$ cat config.mk
export PLATFORM = sky130hd
export DESIGN_NAME = seg_rx
export DESIGN_NICKNAME = d
export VERILOG_FILES = /design/src/rtl/seg_pkg.sv /design/src/rtl/sem2hex.sv /design/src/rtl/seg_rx.sv
export SDC_FILE = /design/constraint.sdc
export NUM_CORES = 1
export LEC_CHECK = 0
export ABC_AREA = 1
export CAP_MARGIN = 20
export CORE_UTILIZATION = 55
export CTS_CLUSTER_DIAMETER = 60
export DETAILED_ROUTE_END_ITERATION = 6
export GPL_TIMING_DRIVEN = 0
export PLACE_DENSITY_LB_ADDON = 0.25
export SYNTH_ARGS = -nofsm -noshare
export SYNTH_HDL_FRONTEND = slang
export SYNTH_SLANG_ARGS = --single-unit
$ cat constraint.sdc
create_clock -name clk -period 1.9 [get_ports clk]
set_clock_uncertainty 0.05 [all_clocks]
set_input_delay 0.475 -clock clk [delete_from_list [all_inputs] [get_ports clk]]
set_output_delay 0.475 -clock clk [all_outputs]
set_load 0.01 [all_outputs]
$ cat src/rtl/seg_pkg.sv
// Shared 7-segment code table (active-low, bit6=g .. bit0=a) and receiver FSM states.
// Pure declarations: no latency, no flow control.
package seg_pkg;

    localparam logic [6:0] SEG_0 = 7'b1000000;
    localparam logic [6:0] SEG_1 = 7'b1111001;
    localparam logic [6:0] SEG_2 = 7'b0100100;
    localparam logic [6:0] SEG_3 = 7'b0110000;
    localparam logic [6:0] SEG_4 = 7'b0011001;
    localparam logic [6:0] SEG_5 = 7'b0010010;
    localparam logic [6:0] SEG_6 = 7'b0000010;
    localparam logic [6:0] SEG_7 = 7'b1111000;
    localparam logic [6:0] SEG_8 = 7'b0000000;
    localparam logic [6:0] SEG_9 = 7'b0010000;
    localparam logic [6:0] SEG_A = 7'b0001000;
    localparam logic [6:0] SEG_B = 7'b0000011;
    localparam logic [6:0] SEG_C = 7'b1000110;
    localparam logic [6:0] SEG_D = 7'b0100001;
    localparam logic [6:0] SEG_E = 7'b0000110;
    localparam logic [6:0] SEG_F = 7'b0001110;

    typedef enum logic [1:0] {
        IDLE  = 2'd0,
        SHIFT = 2'd1,
        DONE  = 2'd2
    } state_t;

endpackage

$ cat src/rtl/sem2hex.sv
// Exact-match decode of an active-low 7-segment code to a hex nibble.
// Combinational; unknown codes give nibble 0 with match low. No flow control.
module sem2hex
    import seg_pkg::*;
(
    input  logic [6:0] code,
    output logic [3:0] nib,
    output logic       match
);

    always_comb begin
        nib   = 4'h0;
        match = 1'b1;
        case (code)
            SEG_0:   nib = 4'h0;
            SEG_1:   nib = 4'h1;
            SEG_2:   nib = 4'h2;
            SEG_3:   nib = 4'h3;
            SEG_4:   nib = 4'h4;
            SEG_5:   nib = 4'h5;
            SEG_6:   nib = 4'h6;
            SEG_7:   nib = 4'h7;
            SEG_8:   nib = 4'h8;
            SEG_9:   nib = 4'h9;
            SEG_A:   nib = 4'hA;
            SEG_B:   nib = 4'hB;
            SEG_C:   nib = 4'hC;
            SEG_D:   nib = 4'hD;
            SEG_E:   nib = 4'hE;
            SEG_F:   nib = 4'hF;
            default: match = 1'b0;
        endcase
    end

endmodule

$ cat src/rtl/seg_rx.sv
// Serial 7-segment frame receiver: decodes DIGITS codes into a hex value.
// valid pulses one clk after the final bit is sampled; no backpressure (sender-paced).
module seg_rx
    import seg_pkg::*;
#(
    parameter int DIGITS = 4
)
(
    input  logic                clk,
    input  logic                rst,
    input  logic                sclk,
    input  logic                sdata,
    input  logic                ssel,
    output logic [4*DIGITS-1:0] value,
    output logic                valid,
    output logic                err,
    output logic                busy
);

    localparam int W  = 4 * DIGITS;
    localparam int DW = (DIGITS > 1) ? $clog2(DIGITS) : 1;

    logic sclk_s1, sclk_s2, sclk_s3;
    logic ssel_s1, ssel_s2, ssel_d;
    logic sdata_s1, sdata_s2;

    state_t state, state_nxt;

    logic [2:0]    bit_cnt;
    logic [DW-1:0] dig_cnt;
    logic [6:0]    sh;
    logic [W-1:0]  asm_q;

    logic          sclk_rise, ssel_fall, ssel_rise;
    logic          sample, last_bit, last_dig;
    logic [6:0]    sh_nxt;
    logic [3:0]    dec_nib;
    logic          dec_match;
    logic [W-1:0]  asm_nxt;

    // Idle levels match an inactive bus so reset release cannot fake an edge.
    always_ff @(posedge clk or posedge rst) begin
        if (rst) begin
            sclk_s1  <= 1'b1;
            sclk_s2  <= 1'b1;
            sclk_s3  <= 1'b1;
            ssel_s1  <= 1'b1;
            ssel_s2  <= 1'b1;
            ssel_d   <= 1'b1;
            sdata_s1 <= 1'b0;
            sdata_s2 <= 1'b0;
        end else begin
            sclk_s1  <= sclk;
            sclk_s2  <= sclk_s1;
            sclk_s3  <= sclk_s2;
            ssel_s1  <= ssel;
            ssel_s2  <= ssel_s1;
            ssel_d   <= ssel_s2;
            sdata_s1 <= sdata;
            sdata_s2 <= sdata_s1;
        end
    end

    assign sclk_rise = sclk_s2 & ~sclk_s3;
    assign ssel_fall = ssel_d & ~ssel_s2;
    assign ssel_rise = ~ssel_d & ssel_s2;
    assign sample    = (state == SHIFT) && sclk_rise && !ssel_s2;
    assign last_bit  = (bit_cnt == 3'd6);
    assign last_dig  = (dig_cnt == DW'(DIGITS - 1));

    // Decode the incoming bit together with the six already held, so the
    // seventh bit and its digit resolve in the same cycle.
    assign sh_nxt  = (sh << 1) | {6'b0, sdata_s2};
    assign asm_nxt = (asm_q << 4) | W'(dec_nib);

    sem2hex u_dec (
        .code  (sh_nxt),
        .nib   (dec_nib),
        .match (dec_match)
    );

    always_ff @(posedge clk or posedge rst) begin
        if (rst) begin
            state <= IDLE;
        end else begin
            state <= state_nxt;
        end
    end

    always_comb begin
        state_nxt = state;
        case (state)
            IDLE: begin
                if (ssel_fall) state_nxt = SHIFT;
            end
            SHIFT: begin
                if (ssel_rise)
                    state_nxt = IDLE;
                else if (sample && last_bit && last_dig)
                    state_nxt = DONE;
            end
            DONE: begin
                if (ssel_rise) state_nxt = IDLE;
            end
            default: state_nxt = IDLE;
        endcase
    end

    always_comb begin
        busy = (state != IDLE);
    end

    always_ff @(posedge clk or posedge rst) begin
        if (rst) begin
            bit_cnt <= '0;
            dig_cnt <= '0;
            sh      <= '0;
            asm_q   <= '0;
            value   <= '0;
            valid   <= 1'b0;
            err     <= 1'b0;
        end else begin
            valid <= 1'b0;
            case (state)
                IDLE: begin
                    if (ssel_fall) begin
                        bit_cnt <= '0;
                        dig_cnt <= '0;
                        sh      <= '0;
                        asm_q   <= '0;
                        err     <= 1'b0;
                    end
                end
                SHIFT: begin
                    if (ssel_rise) begin
                        err <= 1'b1;
                    end else if (sample) begin
                        sh <= sh_nxt;
                        if (last_bit) begin
                            bit_cnt <= '0;
                            asm_q   <= asm_nxt;
                            if (!dec_match) err <= 1'b1;
                            if (last_dig) begin
                                value <= asm_nxt;
                                valid <= 1'b1;
                            end else begin
                                dig_cnt <= dig_cnt + 1'b1;
                            end
                        end else begin
                            bit_cnt <= bit_cnt + 3'd1;
                        end
                    end
                end
                DONE: begin
                    if (sclk_rise) err <= 1'b1;
                end
                default: ;
            endcase
        end
    end

endmodule

==> results.cfg <==
[status]
status = completed

[setup_path]
crit_path_start_kind = flip-flop
crit_path_end_kind = output pin
path_max_fanout = 3
critPathRequiredTime_ns = 1.37
crit_path_end = busy
rr_worst_depth = 9
rr_endpoint = asm_q[2]$_DFFE_PP0P_
cp-startpoint = state[1]$_DFFE_PP0P_
regToRegSetupSlack_ns = 0.06
r2r_start = state[0]$_DFFE_PP0P_
worstPathArrival_ns = 1.34
path_class = flip-flop to output pin

[synth]
synthDistinctLibCells = 22
netlist_area_um2 = 2280
netlist_instances = 249
async_flop_share_pct = 100
yosysWarnings = 0
postSynthRegisterBits = 51
synth_fp_nets = 259
syn_avg_cell_area_um2 = 9.15
synthFlopType = dfrtp_1
synth_edf_count = 0
netlist.area_leader.share_pct = 49.5
seq_area_frac_synth_pct = 56.4
synthTopCellsByArea = dfrtp_1 49%, nand2_1 10%, dfstp_2 6.9%, inv_1 5.9%, o22ai_2 5.5%
yosys.area.top_type = dfrtp_1

[finish]
area_delta_synth_final_pct = 20.3
finalNetCount = 293
n_antenna_cell = 0
layout-drive-gt1-share_pct = 15.8
final_area_um2 = 2740

[routing]
routed_wl_mm = 4.28
via_per_inst = 5.27
dr.pass1.iters = 4
detail-route-antenna-nets = 0
vias = 1761
wl_per_cell_um = 12.8
drtIter0Drc = 138
drcViolationCount = 0

[timing]
tightest_slew_ns = 0.352
fmax_mhz = 537
relSlewSlack_pct = 76.5
finalSetupTns_ns = 0
maxSlewViolCount = 0
period_needed_ns = 1.86
hold_viol = 0
finalCritPeriodShare_pct = 97.9
setup_viol = 0
rsz0062_at_grt = yes

[placed_design]
place_area_um2 = 2590
post-dp-hpwl_mm = 3.03
io_buffers = 23
routabilityCongestion = 0.887

[die]
rows = 23
core_area_um2 = 4000
io_pins = 24
start_util_pct = 56.9
die_h_um = 66.3
dieWidth_um = 66.3
dieArea_um2 = 4400

[pwr]
p_leak_uw = 0.00128
ir_drop_mv = 0.637
fin_total_pwr_uw = 2960
cellPowerDensity_nw_per_um2 = 1080

[global_route]
grt_pass1_vias = 1669
antenna_found_initial = 0
track_usage_pct = 21.7
overflow = 0
grt_pass1_wl_mm = 7.11
grt_start_max_net_pins = 37

[cts]
numCtsBuffers = 5
postCtsHoldBufs = 0
clk_pin_slew_worst_paths_ns = 0.08
clk_latency_ns = 0.30
clkSinkCount = 51
cts.path.max_buffers = 2
htree_levels = 2
cts_root_buf = clkbuf_8
cts_tree = built

[run]
drv_cap = 0

[hold_path]
holdCritPathClass = flip-flop to flip-flop
## layout by cell type, fill, tap and decap left out, types with 6 or more instances in the layout
| cell | count |
|---|---|
| nand2_1 | 59 |
| dfrtp_1 | 45 |
| inv_1 | 32 |
| o21ai_0 | 22 |
| clkdlybuf4s50_1 | 22 |
| nor2_1 | 18 |
| nand3_1 | 13 |
| o22ai_2 | 10 |
| o22ai_1 | 8 |
| dfstp_2 | 6 |
## how the worst min path moves through the flow
| stage | start | endpoint | slack (ns) | depth (start not counted) |
|---|---|---|---|---|
| 6_report | sclk_s1$_DFF_PP1_ | sclk_s2$_DFF_PP1_ | 0.31 | 0 |
| 5_1_grt | sclk_s1$_DFF_PP1_ | sclk_s2$_DFF_PP1_ | 0.31 | 0 |
| 2_1_floorplan | sdata_s1$_DFF_PP0_ | sdata_s2$_DFF_PP0_ | 0.28 | 0 |
| 3_5_place_dp | sdata_s1$_DFF_PP0_ | sdata_s2$_DFF_PP0_ | 0.29 | 0 |
| 4_1_cts | sclk_s1$_DFF_PP1_ | sclk_s2$_DFF_PP1_ | 0.31 | 0 |
| 3_3_place_gp | sdata_s1$_DFF_PP0_ | sdata_s2$_DFF_PP0_ | 0.28 | 0 |
## power by group
group	switching (uW)	internal, uW
Combinational	649	399
Clock	345	258
Sequential	78.1	1230
## synth_stat cells, types with 2 or more instances
library cell,number
a21oi_1,6
clkbuf_1,3
dfrtp_1,45
dfstp_2,6
ha_1,5
inv_1,36
nand2_1,61
nand2_2,2
nand3_1,13
nor2_1,18
nor3_1,6
o21ai_0,22
o22ai_1,8
o22ai_2,10
## timing repair
item                       4_1_cts  5_1_grt
pin swaps                        0        1
resized for setup                7       15
buffers inserted                 1        2
hold endpoints to repair         0        0
setup endpoints to repair       37       38
## logic make-up after synthesis
| group | share of synthesized area [%] |
|---|---|
| flip-flops | 56.4 |
| adder cells (fa/ha/maj) | 2.75 |
| AND/OR/NAND/NOR | 18.4 |
| buffers and inverters | 7.25 |
| AO/OA/AOI/OAI | 15.3 |
## sequential cells by signal, indices dropped and copies added, names as in the netlist, 2 cells and up
register and cells:
sh 6, state 2, asm_q 12, value 16, dig_cnt 2, bit_cnt 3
## routing by layer
| metal | track usage [%] | routed length (um) | vias to the layer above |
|---|---|---|---|
| li1 | - | - | 875 |
| met1 | 26.5 | 1960 | 834 |
| met2 | 37.0 | 2090 | 44 |
| met3 | 4.14 | 148 | 8 |
| met4 | 9.57 | 74 | 0 |
| met5 | 0 | 0 | - |
## stage by stage
stage                     setup slack, ns  cells  util (%)  hold slack, ns
after floorplan                     0.139    249         -           0.281
after global placement             -0.795    322      64.2           0.282
after detailed placement           -0.129    323      64.7           0.293
after CTS                          0.0340    332      67.6           0.310
after global routing              -0.0431    334      68.5           0.315
final                              0.0390    334      68.5           0.309
## area by class of cell
cell class,instances,area [um2]
sequential,51,1280
inverter,36,135
timing repair buffer,27,272
buffer,5,37.5
multi-input combinational,157,865
tap,50,62.6
clock buffer,6,72.6
fill,321,1260
clock inverter,2,12.5
## critical path, cell delays in order (launching register included)
cell	delay [ns]
dfrtp_1	0.41
inv_2	0.10
ha_2	0.18
inv_1	0.06
dlygate4sd2_1	0.28
No activity file was read; power rests on OpenSTA's default activity.
